$ cat config.mk
export PLATFORM = sky130hd
export DESIGN_NAME = btb_update_ctrl
export DESIGN_NICKNAME = d
export VERILOG_FILES = /design/src/rtl/btb_pkg.sv /design/src/rtl/btb_upd_fifo.sv /design/src/rtl/btb_update_ctrl.sv
export SDC_FILE = /design/constraint.sdc
export NUM_CORES = 1
export LEC_CHECK = 0
export CAP_MARGIN = 20
export CORE_MARGIN = 5
export CORE_UTILIZATION = 58
export CTS_CLUSTER_DIAMETER = 100
export DETAILED_ROUTE_END_ITERATION = 8
export HOLD_SLACK_MARGIN = 0.05
export PLACE_DENSITY = 0.95
export SYNTH_ARGS = -nofsm -noshare
export SYNTH_HDL_FRONTEND = slang
export SYNTH_SLANG_ARGS = --single-unit
$ cat constraint.sdc
create_clock -name clk -period 7.4 [get_ports clk]
set_clock_uncertainty 0.05 [all_clocks]
set_input_delay 0.74 -clock clk [delete_from_list [all_inputs] [get_ports clk]]
set_output_delay 0.74 -clock clk [all_outputs]
set_load 0.005 [all_outputs]
$ cat src/rtl/btb_pkg.sv
// +--------------------------------------------------------------------+
// | btb_pkg : shared types for the BTB update controller               |
// | Rev 1.0                                                            |
// +--------------------------------------------------------------------+
`default_nettype none

package btb_pkg;

   typedef struct packed {
      logic [31:0] pc;
      logic [31:0] target;
      logic        br_en;
   } btb_upd_t;

   typedef enum logic [0:0] {
      IDLE  = 1'b0,
      SWEEP = 1'b1
   } btb_state_t;

endpackage

`default_nettype wire

$ cat src/rtl/btb_upd_fifo.sv
// +--------------------------------------------------------------------+
// | btb_upd_fifo : FIFO of pending BTB updates, synchronous clear      |
// | Rev 1.0                                                            |
// +--------------------------------------------------------------------+
`default_nettype none

module btb_upd_fifo
   import btb_pkg::*;
#(
   parameter int QDEPTH = 4
) (
   input  logic     clk,
   input  logic     rst,
   input  logic     clear_i,
   input  logic     push_i,
   input  btb_upd_t push_data_i,
   input  logic     pop_i,
   output logic     full_o,
   output logic     empty_o,
   output btb_upd_t head_o
);

   localparam int PTR_W = $clog2(QDEPTH);
   localparam int CNT_W = $clog2(QDEPTH) + 1;

   btb_upd_t             mem_q [QDEPTH];
   logic [PTR_W-1:0]     wr_ptr_q;
   logic [PTR_W-1:0]     rd_ptr_q;
   logic [CNT_W-1:0]     count_q;

   assign full_o  = (count_q == CNT_W'(QDEPTH));
   assign empty_o = (count_q == '0);
   assign head_o  = mem_q[rd_ptr_q];

   // Power-of-two depth lets the pointers wrap by natural overflow.
   always_ff @(posedge clk) begin
      if (rst || clear_i) begin
         wr_ptr_q <= '0;
         rd_ptr_q <= '0;
         count_q  <= '0;
      end else begin
         if (push_i)
            wr_ptr_q <= wr_ptr_q + 1'b1;
         if (pop_i)
            rd_ptr_q <= rd_ptr_q + 1'b1;
         case ({push_i, pop_i})
            2'b10:   count_q <= count_q + 1'b1;
            2'b01:   count_q <= count_q - 1'b1;
            default: count_q <= count_q;
         endcase
      end
   end

   always_ff @(posedge clk) begin
      if (push_i)
         mem_q[wr_ptr_q] <= push_data_i;
   end

endmodule

`default_nettype wire

$ cat src/rtl/btb_update_ctrl.sv
// +--------------------------------------------------------------------+
// | btb_update_ctrl : queues BTB corrections from EX, sweeps on flush  |
// | Rev 1.0                                                            |
// +--------------------------------------------------------------------+
`default_nettype none

module btb_update_ctrl
   import btb_pkg::*;
#(
   parameter int BTB_INDEX     = 4,
   parameter int BTB_IDX_START = 5,
   parameter int QDEPTH        = 4
) (
   input  logic        clk,
   input  logic        rst,
   input  logic        res_valid,
   input  logic [31:0] res_pc,
   input  logic [31:0] res_target,
   input  logic        res_taken,
   input  logic        res_pred_hit,
   input  logic [31:0] res_pred_pc,
   input  logic        flush_req,
   output logic        res_ready,
   output logic        mispredict,
   output logic [31:0] redirect_pc,
   output logic        btb_load,
   output logic        btb_br_en,
   output logic [31:0] btb_pc_address_ex,
   output logic [31:0] btb_br_address,
   output logic        flush_busy,
   output logic [31:0] mispred_count
);

   localparam int                   IDX_LSB    = BTB_IDX_START - BTB_INDEX + 1;
   localparam logic [BTB_INDEX-1:0] SWEEP_LAST = '1;

   btb_state_t           state_q, state_d;
   logic [BTB_INDEX-1:0] sweep_cnt_q, sweep_cnt_d;
   logic [31:0]          mispred_count_q;

   logic     w_full, w_empty, w_push, w_pop, w_clear, w_xfer, w_upd;
   btb_upd_t w_head, w_push_data;
   logic [31:0] w_sweep_addr;

   assign w_upd = (res_taken && (!res_pred_hit || (res_pred_pc != res_target)))
               || (!res_taken && res_pred_hit);
   assign w_push_data  = '{pc: res_pc, target: (res_taken ? res_target : 32'h0), br_en: res_taken};
   assign w_sweep_addr = 32'(sweep_cnt_q) << IDX_LSB;
   assign mispred_count = mispred_count_q;

   btb_upd_fifo #(.QDEPTH(QDEPTH)) u_fifo (
      .clk         (clk),
      .rst         (rst),
      .clear_i     (w_clear),
      .push_i      (w_push),
      .push_data_i (w_push_data),
      .pop_i       (w_pop),
      .full_o      (w_full),
      .empty_o     (w_empty),
      .head_o      (w_head)
   );

   always_comb begin
      state_d           = state_q;
      sweep_cnt_d       = sweep_cnt_q;
      res_ready         = 1'b0;
      w_xfer            = 1'b0;
      mispredict        = 1'b0;
      redirect_pc       = 32'h0;
      btb_load          = 1'b0;
      btb_br_en         = 1'b0;
      btb_pc_address_ex = 32'h0;
      btb_br_address    = 32'h0;
      flush_busy        = 1'b0;
      w_push            = 1'b0;
      w_pop             = 1'b0;
      w_clear           = 1'b0;
      if (!rst) begin
         case (state_q)
            IDLE: begin
               res_ready = !w_full;
               w_xfer    = res_valid && res_ready;
               if (w_xfer && w_upd) begin
                  mispredict  = 1'b1;
                  redirect_pc = res_taken ? res_target : (res_pc + 32'd4);
                  // A coincident flush wipes the queue, so the entry is dropped.
                  w_push      = !flush_req;
               end
               if (!w_empty) begin
                  btb_load          = 1'b1;
                  btb_br_en         = w_head.br_en;
                  btb_pc_address_ex = w_head.pc;
                  btb_br_address    = w_head.target;
                  w_pop             = 1'b1;
               end
               if (flush_req) begin
                  state_d     = SWEEP;
                  sweep_cnt_d = '0;
                  w_clear     = 1'b1;
               end
            end
            SWEEP: begin
               btb_load          = 1'b1;
               btb_pc_address_ex = w_sweep_addr;
               flush_busy        = 1'b1;
               sweep_cnt_d       = sweep_cnt_q + 1'b1;
               if (sweep_cnt_q == SWEEP_LAST)
                  state_d = IDLE;
            end
            default: state_d = IDLE;
         endcase
      end
   end

   always_ff @(posedge clk) begin
      if (rst) begin
         state_q         <= IDLE;
         sweep_cnt_q     <= '0;
         mispred_count_q <= 32'h0;
      end else begin
         state_q     <= state_d;
         sweep_cnt_q <= sweep_cnt_d;
         if (mispredict)
            mispred_count_q <= mispred_count_q + 32'd1;
      end
   end

endmodule

`default_nettype wire
Word-level counts from Yosys, hierarchy flattened
Memories as Yosys holds them, arrays and structs flattened. A register that Yosys moved wholly into a read port is not among the register bits.
Cells that the tools add are included.
Widths: inputs -> output; s select.
{"block": "totals", "register_bits": 44, "ramBits": 260, "input_bits": 102, "out_inout_bits": 133, "word_cells": 75, "mem_count": 1}
{"block": "classes", "addsub": 7, "eq_ne": 6, "muxes": 41, "n_bitwise": 1, "n_reduce_logical": 13}
{"memory": "u_fifo.mem_q", "words": 4, "width": 65, "rd": 1, "rd_clocked_by_memory_dff": 1, "wr": 1, "line_no": "btb_upd_fifo.sv:26", "source": "btb_upd_t mem_q [QDEPTH];"}
{"cell": "$mux 32", "n": 10}
{"cell": "$pmux 32 s2", "n": 1}
{"cell": "$add 32x1->32 const B", "n": 1}
{"cell": "$add 32x3->32 const B", "n": 1}
{"cell": "$ne 32x32->1", "n": 1}
{"cell": "$mux 1", "n": 23}
{"cell": "$pmux 4 s2", "n": 1}
{"cell": "$pmux 3 s2", "n": 1}
{"cell": "$add 2x1->2 const B", "n": 2}
{"cell": "$add 4x1->4 const B", "n": 1}
{"cell": "$eq 4x4->1 const B", "n": 1}
{"cell": "$logic_and 1x1->1", "n": 4}
{"cell": "$logic_not 1->1", "n": 4}
{"cell": "$mux 2", "n": 2}
{"cell": "$mux 4", "n": 1}
{"cell": "$pmux 1 s2", "n": 2}
{"cell": "$add 3x1->3 const B", "n": 1}
{"cell": "$eq 3x3->1 const B", "n": 1}
{"cell": "$logic_not 3->1", "n": 1}
{"cell": "$logic_or 1x1->1", "n": 3}
{"cell": "$sub 3x1->3 const B", "n": 1}
{"cell": "$eq 2x1->1 const B", "n": 1}
{"cell": "$eq 2x2->1 const B", "n": 1}
{"cell": "$ne 2x2->1 const B", "n": 1}
{"cell": "other kinds (2)", "n": 2}

Longest topological paths before layout
{"block": "depth", "ltp_word": 10, "ltp_mapped": 11, "depth_no_buf": 10}

By module
Synthesis repeated with hierarchy kept, for this count alone.
{"block": "unflattened", "cells_unflattened": 952, "area_unflattened_um2": 13852.0}
{"module": "btb_upd_fifo", "instances": 1, "cells_per_inst": 387, "area_each_um2": 9864.5, "seq_area_each_um2": 7987.7}
{"module": "btb_update_ctrl", "instances": 1, "cells_per_inst": 565, "area_each_um2": 3987.6, "seq_area_each_um2": 740.7}

Worst setup path before layout
Ideal clock, no wire load.
{"block": "synth_timing", "path_kind": "input-to-reg", "startpoint": "in rst", "endpoint": "mem u_fifo.mem_q[0][0] in the netlist's numbering (enable)", "setup_time_ns": 0.489, "arrival_time_ns": 4.594, "t_required_ns": 6.861, "path_slack_ns": 2.267, "cell_stages": 5, "n_path_buf": 2, "path_cell_list": "clkbuf_1 -> a2111o_1 -> or3_1 -> buf_4 -> nor2_1"}
{"block": "synth_between", "elab_chain_len": 3}
{"element": "start, declared", "line_no": "btb_update_ctrl.sv:15", "source": "input logic rst,"}
{"element": "$mux 1", "line_no": "btb_update_ctrl.sv:78", "source": "if (!rst) begin"}
{"element": "$mux 1", "line_no": "btb_upd_fifo.sv:55", "source": "if (push_i)"}
{"element": "$mux 1 (not written as such)", "line_no": "btb_upd_fifo.sv:56", "source": "mem_q[wr_ptr_q] <= push_data_i;"}
{"element": "end, declared", "line_no": "btb_upd_fifo.sv:26"}
No other way between the ends.

Worst setup path in the final report
{"block": "layout_timing", "startpoint": "in res_target[13]", "endpoint": "out redirect_pc[30]"}
{"block": "layout_between", "elab_chain_len": 8}
{"element": "start, declared", "line_no": "btb_update_ctrl.sv:18", "source": "input logic [31:0] res_target,"}
{"element": "$ne 32x32->1", "line_no": "btb_update_ctrl.sv:45", "source": "assign w_upd = (res_taken && (!res_pred_hit || (res_pred_pc != res_target)))"}
{"element": "$logic_or 1x1->1", "line_no": "btb_update_ctrl.sv:45"}
{"element": "$logic_and 1x1->1", "line_no": "btb_update_ctrl.sv:45"}
{"element": "$logic_or 1x1->1", "line_no": "btb_update_ctrl.sv:46", "source": "|| (!res_taken && res_pred_hit);"}
{"element": "$logic_and 1x1->1", "line_no": "btb_update_ctrl.sv:83", "source": "if (w_xfer && w_upd) begin"}
{"element": "$mux 32", "line_no": "btb_update_ctrl.sv:83"}
{"element": "$mux 32", "line_no": "btb_update_ctrl.sv:79", "source": "case (state_q)"}
{"element": "$mux 32", "line_no": "btb_update_ctrl.sv:78"}
{"element": "end, declared", "line_no": "btb_update_ctrl.sv:25", "source": "output logic [31:0] redirect_pc,"}
No other way between the ends.

==> metrics.txt <==
grt ovf 0; worst-margin pin slew 1.01 ns; Area growth syn-to-layout 26.2%; gp weighted congestion 0.889; Total Wirelength 38,200 µm; Worst EP required 6.61 ns; Post-Synthesis Cells 944; Syn Nets 1,055; clock slew at reported path FFs 0.06 ns; Worst setup EP type output port; Synth cell types 53; syn_area_per_cell 14.6 µm²; maximum buffer depth of the clock tree 3; initial antenna violation count 0; Pwr Density 211 nW/µm²; area occupied by multi-input gates 4770 µm²; cts hold-fix bufs 0; status finished, final reports clean; CTS tree done; fin util 74.2%; Area contributors post-synth edfxtp_1, mux4_2, dfxtp_1; max_cap viols 0; Top FF cell, synth edfxtp_1; final setup fails 0; Worst Setup Start Kind input port; Final Hold Viols 0; Detailed Route Iter0 Violations 1,124; Pleak 5.53 nW; Hold Crit Start mispred_count[9]; HP Class flip-flop to flip-flop; crit path max fanout 36; Hold Crit Depth 2; EDFF count, synth 260; Synth top area share 56.8%; Clock Sinks 306; Routed WL per cell 25.2 µm; Yosys warnings 0; Rel. slew slack 32.8%; R2R Path End u_fifo.mem_q[1][14]; Root Buffer clkbuf_16; vias 9,688; Synth area leader edfxtp_1; drt via density 6.40; share of layout cells above drive strength 1 12.2%; first-pass GRT wire length 56,800 µm; Worst Hold Path EP mispred_count[9]; Storage cell area 8740 µm²; Setup Fix Bufs, Post-CTS 0; share of flip-flops with an asynchronous set or reset 0%; fillcell total 1,402; setup_tns 0 ns; fmax 201 MHz; Crit Path Class input port to output port; io pins 235; Post-DRT Antenna Nets 0; Die X 164 µm; worst vdd ir 171 µV; Die Ht 164 µm; Synth top cells by count edfxtp_1, and2_1, nor2_1; post-DP HPWL 25,600 µm; crit path DAT 4.18 ns; Rows 56; reg-to-reg setup timing slack 3.52 ns; NumNets Final 1,282; Antenna diodes 0; Worst R2R Start u_fifo.count_q[0]; Synth Register Bits 306; minimum clock period 4.97 ns; total CTS buffers 30; worst reg2reg path depth 5; post-CTS sizing 0; GRT Util Overall 28.2%; initial core utilization 58.8%; worst-skew pair later-pin latency 0.54 ns; pin count of the biggest net entering global routing 68; sequential area share after synthesis 63.5%; unrepaired setup endpoints after global routing false; Final Slew Violations 0; H-tree levels 1; period utilization 67.2%; Pre-Repair DR Iteration Count 5; most common cell in the netlist edfxtp_1; DRC 0; PortBufs 234; die area 26,900 µm²; Core Region 23,400 µm²; synthesized cell area 13,800 µm²; vias in the first global route 9,583
## sequential cells by signal, indices dropped and copies added (netlist names), named ones only
register and flops:
u_fifo.mem_q 260, mispred_count 32, sweep_cnt_q 4, u_fifo.count_q 3
u_fifo.rd_ptr_q 2, u_fifo.wr_ptr_q 2, state_q 1
## kinds of logic after synthesis
family,count (synthesis),synth area share [%]
adder cells (fa/ha/maj),9,0.873
multiplexers,74,11.4
AND/OR/NAND/NOR,318,13.0
XOR/XNOR,63,4.01
flip-flops,306,63.5
buffers and inverters,65,2.09
AO/OA/AOI/OAI,109,5.24
## where the power goes
group / internal (mW) / switching [mW] / total, mW
sequential: 1.88 / 0.00814 / 1.89
combinational: 0.109 / 0.139 / 0.248
clock: 0.884 / 0.640 / 1.52
total: 2.87 / 0.787 / 3.66
## metal layers
| metal | up-vias | track usage (%) | wire, µm |
|---|---|---|---|
| li1 | 4097 | - | - |
| met1 | 4765 | 36.4 | 13500 |
| met2 | 692 | 46.3 | 18500 |
| met3 | 134 | 6.22 | 4020 |
| met4 | 0 | 12.8 | 2060 |
| met5 | - | 0 | 0 |
## area by class of cell
| type | count | area share [%] |
|---|---|---|
| clock buffers | 34 | 4.41 |
| clock inverters | 21 | 1.27 |
| inverters | 17 | 0.367 |
| multi-input cells | 573 | 27.5 |
| flip-flops and latches | 306 | 50.3 |
| well taps | 319 | 2.30 |
| repair buffers | 243 | 13.8 |
## worst max path at each step
stage,startpoint,end,slack [ns],depth (start not counted)
after floorplan,rst,u_fifo.mem_q[0][0],2.27,5
after global placement,res_taken,u_fifo.mem_q[1][53],2.65,7
after detailed placement,res_target[13],redirect_pc[30],2.57,10
after CTS,res_target[13],redirect_pc[30],2.55,10
after global routing,res_target[15],redirect_pc[7],2.29,10
final,res_target[13],redirect_pc[30],2.43,10
## stage by stage
stage	cells	total power, mW	worst slack (ns)	cell area (µm²)	hold slack, ns
after floorplan	944	2.02	2.27	13800	0.430
after global placement	1458	2.15	2.65	16400	0.432
after detailed placement	1458	2.16	2.57	16400	0.443
after CTS	1513	3.66	2.55	17400	0.455
after global routing	1513	3.77	2.29	17400	0.491
final	1513	3.66	2.43	17400	0.457
## cells in the final DEF (no fill, tap or decap), types with 9 or more instances in the layout
cell | synthesis | routed
edfxtp_1 | 260 | 260
clkdlybuf4s50_1 | 0 | 233
and2_1 | 94 | 94
mux4_2 | 65 | 65
nor2_1 | 68 | 64
dfxtp_1 | 46 | 44
xor2_1 | 39 | 39
a21oi_1 | 37 | 37
nand2_1 | 30 | 30
clkbuf_16 | 0 | 30
nand3_1 | 27 | 27
xnor2_1 | 24 | 24
nand4_1 | 18 | 18
nor4_1 | 15 | 15
inv_1 | 15 | 15
o31ai_1 | 14 | 14
o21a_1 | 14 | 14
or3_1 | 13 | 13
or4_1 | 13 | 13
o21ai_0 | 13 | 13
a211oi_1 | 9 | 9
buf_4 | 1 | 9
## worst max-delay path: stages
cell and delay [ns]:
clkdlybuf4s50_1 0.45, xor2_1 0.22, nor4_1 0.32, nand3_1 0.16, nor4_4 0.29, buf_4 0.36
or2b_2 0.59, inv_2 0.37, o21a_1 0.21, clkdlybuf4s50_1 0.45
Note: power is estimated with default switching activity, not from simulation.
==> variant 1 (same settings) <==
Register the output `mispred_count` once more, cleared by the reset; this adds one clock of latency there. The other outputs are not delayed to match.
--- a/src/rtl/btb_update_ctrl.sv
+++ b/src/rtl/btb_update_ctrl.sv
@@ -46,7 +46,13 @@
                || (!res_taken && res_pred_hit);
    assign w_push_data  = '{pc: res_pc, target: (res_taken ? res_target : 32'h0), br_en: res_taken};
    assign w_sweep_addr = 32'(sweep_cnt_q) << IDX_LSB;
-   assign mispred_count = mispred_count_q;
+   always_ff @(posedge clk) begin
+      if (rst) begin
+         mispred_count <= '0;
+      end else begin
+         mispred_count <= mispred_count_q;
+      end
+   end
 
    btb_upd_fifo #(.QDEPTH(QDEPTH)) u_fifo (
       .clk         (clk),
Behaviour: not the same (Yosys sat finds a counterexample within 4 cycles, from zero or initial values and one cycle with rst high).
==> variant 1 against the original RTL <==
Sequential cell count rose by 32. Power up 12%. Via count increased by 2.9%. Wire length rose by 8.0%. Setup slack worse by 0.64 ns. Synthesized area is 4.8% higher. Final area is 5.1% higher.
==> variant 1: results (changes against the original RTL) <==
Outcome
  • Outcome: complete, no violations

Worst setup path
  • Critical path fanouts, max: 50 (+39%)
  • Worst EP arrival: 4.82 ns (+0.64 ns)
  • Delay contributed by the slowest stage of the critical path: 0.77 ns (+0.18 ns)
  • Highest-delay cell along the critical path: nor4_1

Synth
  • Synth Net Count: 1096 (+3.9%)
  • Cell types with the highest counts after synthesis: edfxtp_1 (260), and2_1 (94), dfxtp_1 (78)
  • Netlist cell types: 47 (-11%)
  • Post-Synthesis Cells: 985 (+4.3%)
  • Cell types occupying the most area after synthesis: edfxtp_1 (54%), dfxtp_1 (11%), mux4_2 (10%), and2_1 (4.1%), xor2_1 (2.5%)

Placement
  • Half-perimeter wire length of the detailed placement result: 25.9 mm (+1.3%)
  • Gpl congestion: 0.895 (+0.67%)
  • # placed instances: 1502 (+3.0%)
  • Post-placement cell area: 17100 um^2 (+4.1%)
  • Worst-case setup slack after placement: 1.45 ns (-1.11 ns)

Drt
  • Final routed wirelength across all metal layers: 41.2 mm (+8.0%)
  • Average vias per placed instance: 6.36 (-0.69%)
  • DR WL/cell: 26.3 um (+4.2%)
  • Detailed router's first-iteration violation count: 1362 (+21%)

Layout
  • Fraction of final layout cells with drive strength greater than 1: 0.118 (-0.00402)
  • Number of nets in the final layout: 1327 (+3.5%)

Power and ir drop
  • Worst-case vdd ir drop: 0.000171 V (about the same)
  • Static leakage power: 6.08 nW (+10%)

Global routing
  • Global-route wire length before repair: 61.0 mm (+7.3%)
  • Vias in the first global route: 9989 (+4.2%)
  • Maximum number of pins on one net before global-route repair: 70 (+2.9%)
  • Total global routing track utilization: 0.285 (+0.00313)

CTS
  • Clock network latency to the later pin of the worst-skew pair: 0.51 ns (-0.03 ns)
  • Clock buffers created by TritonCTS: 35 (+17%)
variant 1: metal layers:
metal  vias to the layer above  routed length (um)  GRT usage
li1                       4165                   -          -
met1                      4835               14100      0.364
met2                       839               20000      0.464
met3                       126                5420     0.0912
met4                         0                1620      0.103
met5                         -                   0          0
variant 1: logic make-up after synthesis:
group                    count (synthesis)  synth area share
AO/OA/AOI/OAI                           80            0.0363
XOR/XNOR                                64            0.0389
adder cells (fa/ha/maj)                  9           0.00833
buffers and inverters                   67            0.0197
flip-flops                             338             0.650
multiplexers                            81             0.114
AND/OR/NAND/NOR                        346             0.133
variant 1: final timing paths:
kind	startpoint	to	slack, ns	depth (start not counted)
min reg2reg	mispred_count_q[31]$_SDFFE_PP0P_	mispred_count[31]$_SDFF_PP0_	0.43	1
max	res_target[29]	redirect_pc[4]	1.79	11
min	mispred_count_q[31]$_SDFFE_PP0P_	mispred_count[31]$_SDFF_PP0_	0.43	1
max reg2reg	u_fifo.count_q[0]$_SDFFE_PP0P_	u_fifo.count_q[2]$_SDFFE_PP0P_	3.92	10
variant 1: cell type report:
class | instances | area (um^2)
flip-flops and latches | 338 | 9370
fillers | 1340 | 6140
multi-input cells | 580 | 4800
repair buffers | 246 | 2430
clock buffers | 41 | 940
well taps | 324 | 405
clock inverters | 23 | 238
inverters | 15 | 56.3
variant 1: worst reg2reg max path: stages, from the launching register on:
cell	delay, ns
dfxtp_1	0.43
nor2_1	0.08
a211oi_1	0.50
o211ai_1	0.17
buf_4	0.24
or3_1	0.62
ha_1	0.34
fa_1	0.39
xnor2_1	0.15
or3_1	0.30
a21oi_1	0.15
variant 1: report_power, final:
group	total (mW)	internal, mW	switching [mW]
clock	1.79	1.06	0.736
sequential	2.06	2.05	0.00823
combinational	0.246	0.107	0.138
==> variant 2 (same flow settings) <==
Without the edit above. `QDEPTH` is set to 4 in 2 places; all go to 8.
--- a/src/rtl/btb_upd_fifo.sv
+++ b/src/rtl/btb_upd_fifo.sv
@@ -7,7 +7,7 @@
 module btb_upd_fifo
    import btb_pkg::*;
 #(
-   parameter int QDEPTH = 4
+   parameter int QDEPTH = 8
 ) (
    input  logic     clk,
    input  logic     rst,
--- a/src/rtl/btb_update_ctrl.sv
+++ b/src/rtl/btb_update_ctrl.sv
@@ -9,7 +9,7 @@
 #(
    parameter int BTB_INDEX     = 4,
    parameter int BTB_IDX_START = 5,
-   parameter int QDEPTH        = 4
+   parameter int QDEPTH        = 8
 ) (
    input  logic        clk,
    input  logic        rst,
Check against the original RTL: no difference found for any inputs over 4 cycles, from zero or initial values and one cycle with rst high; that may be too few to reach the edited logic, so the function may still have changed.
==> variant 2 against the original RTL <==
Synthesized area is 73% higher. Largest cell class unchanged. Utilization is 4.6 points lower. Final area is 63% higher. Critical path type unchanged. Combinational power is 12% higher. Critical endpoint is now redirect_pc[29]. Power is 77% higher. Sequential cell count is 264 higher. Wire length is 69% higher. Setup slack worse by 0.62 ns. Synthesized cell count is 45% higher.
==> variant 2: results (changes against the original RTL) <==
Synth
  • Number of enable flip-flop cells after synthesis: 520 (+100%)
  • Synth async-reset ratio: 0 (unchanged)
  • Cell types occupying the most area after synthesis: edfxtp_1 (66%), mux4_2 (12%), dfxtp_1 (4.2%), mux2i_1 (3.0%), nor2_1 (1.7%)
  • Fraction of the yosys area taken by sequential cells: 0.698 (+0.0636)
  • Post-Synthesis Cells: 1373 (+45%)
  • Synth Net Count: 1483 (+41%)
  • Yosys warns: 0 (unchanged)
  • Cell types with the highest counts after synthesis: edfxtp_1 (520), mux4_2 (130), nor2_1 (108)
  • Netlist cell types: 56 (+5.7%)
  • Most instantiated flip-flop cell in the synthesis netlist: edfxtp_1

Placement
  • Port Buf Inserts: 234 (unchanged)
  • Post-placement cell area: 26700 um^2 (+63%)
  • Half-perimeter wire length of the detailed placement result: 37.4 mm (+46%)
  • Gpl congestion: 0.824 (-7.4%)
  • # placed instances: 2081 (+43%)

Global routing
  • Vias in the first global route: 15000 (+57%)
  • Maximum number of pins on one net before global-route repair: 72 (+5.9%)
  • Antenna violations before repair: 6 (+6)
  • Global-route wire length before repair: 95.6 mm (+68%)
  • Total global routing track utilization: 0.286 (+0.00353)

Power and ir drop
  • Worst-case vdd ir drop: 0.000176 V (+3.1%)
  • Static leakage power: 8.72 nW (+58%)

Drt
  • Detailed router's first-iteration violation count: 1791 (+59%)
  • Total number of vias: 14700 (+52%)
  • Final routed wirelength across all metal layers: 64.6 mm (+69%)
  • 1st-pass router iterations: 6 (+1)

CTS
  • Setup fix buffers added after clock tree synthesis: 0 (unchanged)
  • Clock buffers created by TritonCTS: 52 (+73%)
  • Number of H-tree branching levels: 2 (+1)
  • Post_cts resized: 0 (unchanged)
  • Clock root buffer: clkbuf_16
  • Clock network latency to the later pin of the worst-skew pair: 0.60 ns (+0.06 ns)
  • CTS max path bufs: 3 (unchanged)
  • CTS clk-pin slew, worst paths: 0.06 ns (about the same)

Layout
  • Number of flip-flops in the largest register: 520 (+100%)
  • Fraction of final layout cells with drive strength greater than 1: 0.148 (+0.0261)
  • Final standard cell count with taps included and fillers excluded: 2178 (+44%)
  • Number of nets in the final layout: 1713 (+34%)
  • Register ranked first by flip-flop count: u_fifo.mem_q

Outcome
  • Outcome: complete, no violations

Worst setup path
  • R2r setup slk: 3.97 ns (+0.45 ns)
  • Critical path fanouts, max: 13 (-64%)
  • Worst EP arrival: 4.80 ns (+0.62 ns)

Timing
  • Max transition margin: 0.227 (-0.101)
-- variant 2: cell types whose count changed after synthesis, sizes merged, moves of 8 or more --
cell,before,now
o31ai,15,26
mux4,65,130
xnor2,24,15
mux2i,1,71
buf,13,40
or4,13,24
nor2,68,109
or3,13,5
nand2,30,43
edfxtp,260,520
and2,94,34
-- variant 2: cell type report --
cell class / count / area [um^2]
Fill cell: 2417 / 12400
Multi-Input combinational cell: 714 / 6860
Timing Repair Buffer: 253 / 2480
Inverter: 12 / 47.5
Clock inverter: 34 / 305
Clock buffer: 62 / 1380
Sequential cell: 570 / 16600
Antenna cell: 1 / 2.50
Tap cell: 532 / 666
-- variant 2: logic make-up (layout without fill, tap and decap cells) --
family,Yosys count,count (layout),synth area share
adders and majority gates,8,8,0.00421
DFF,570,570,0.698
AOI/OAI and AO/OA,126,126,0.0357
buffers and inverters,89,361,0.0168
other,0,1,0
muxes,202,202,0.153
xor gates and xnor gates,61,61,0.0224
and+or+nand+nor,317,317,0.0694
-- variant 2: path summary, 6_finish.rpt --
path / end / start / cells past startpoint
worst min register to register: mispred_count[31]$_SDFFE_PP0P_ / mispred_count[31]$_SDFFE_PP0P_ / 1
worst min-delay path: mispred_count[31]$_SDFFE_PP0P_ / mispred_count[31]$_SDFFE_PP0P_ / 1
worst max register to register: u_fifo.mem_q[0][48]$_DFFE_PP_ / u_fifo.count_q[1]$_SDFFE_PP0P_ / 8
worst max-delay path: redirect_pc[29] / res_pc[8] / 8
-- variant 2: power by group --
part	leakage [nW]	switching (mW)	total (mW)	internal, mW
sequential	5.13	0.00914	3.53	3.52
clock	0.809	1.18	2.68	1.51
combinational	2.78	0.164	0.278	0.114
total	8.72	1.35	6.49	5.14
-- variant 2: critical path: stages --
cell             delay [ns]
clkdlybuf4s50_1        0.80
and4_1                 0.42
nand4_1                0.76
nor3_1                 0.82
a311oi_1               0.24
a41oi_1                0.25
o211a_1                0.19
clkdlybuf4s50_1        0.56
-- variant 2: per-layer routing --
metal / global-route usage / share of wire / vias to the layer above
met4: 0.106 / 0.041 / 10
met3: 0.0804 / 0.12 / 180
met1: 0.370 / 0.34 / 7443
met5: 0 / 0.0011 / -
met2: 0.468 / 0.49 / 1142
li1: - / - / 5961
-- variant 2: metrics by stage --
stage	TNS (ns)	worst slack (ns)	hold slack (ns)	utilization
after floorplan	-117.77	-0.906	0.404	-
after global placement	0	2.38	0.404	0.655
after detailed placement	0	2.28	0.426	0.655
after CTS	0	2.05	0.448	0.696
after global routing	0	1.84	0.480	0.696
final	0	1.81	0.450	0.696
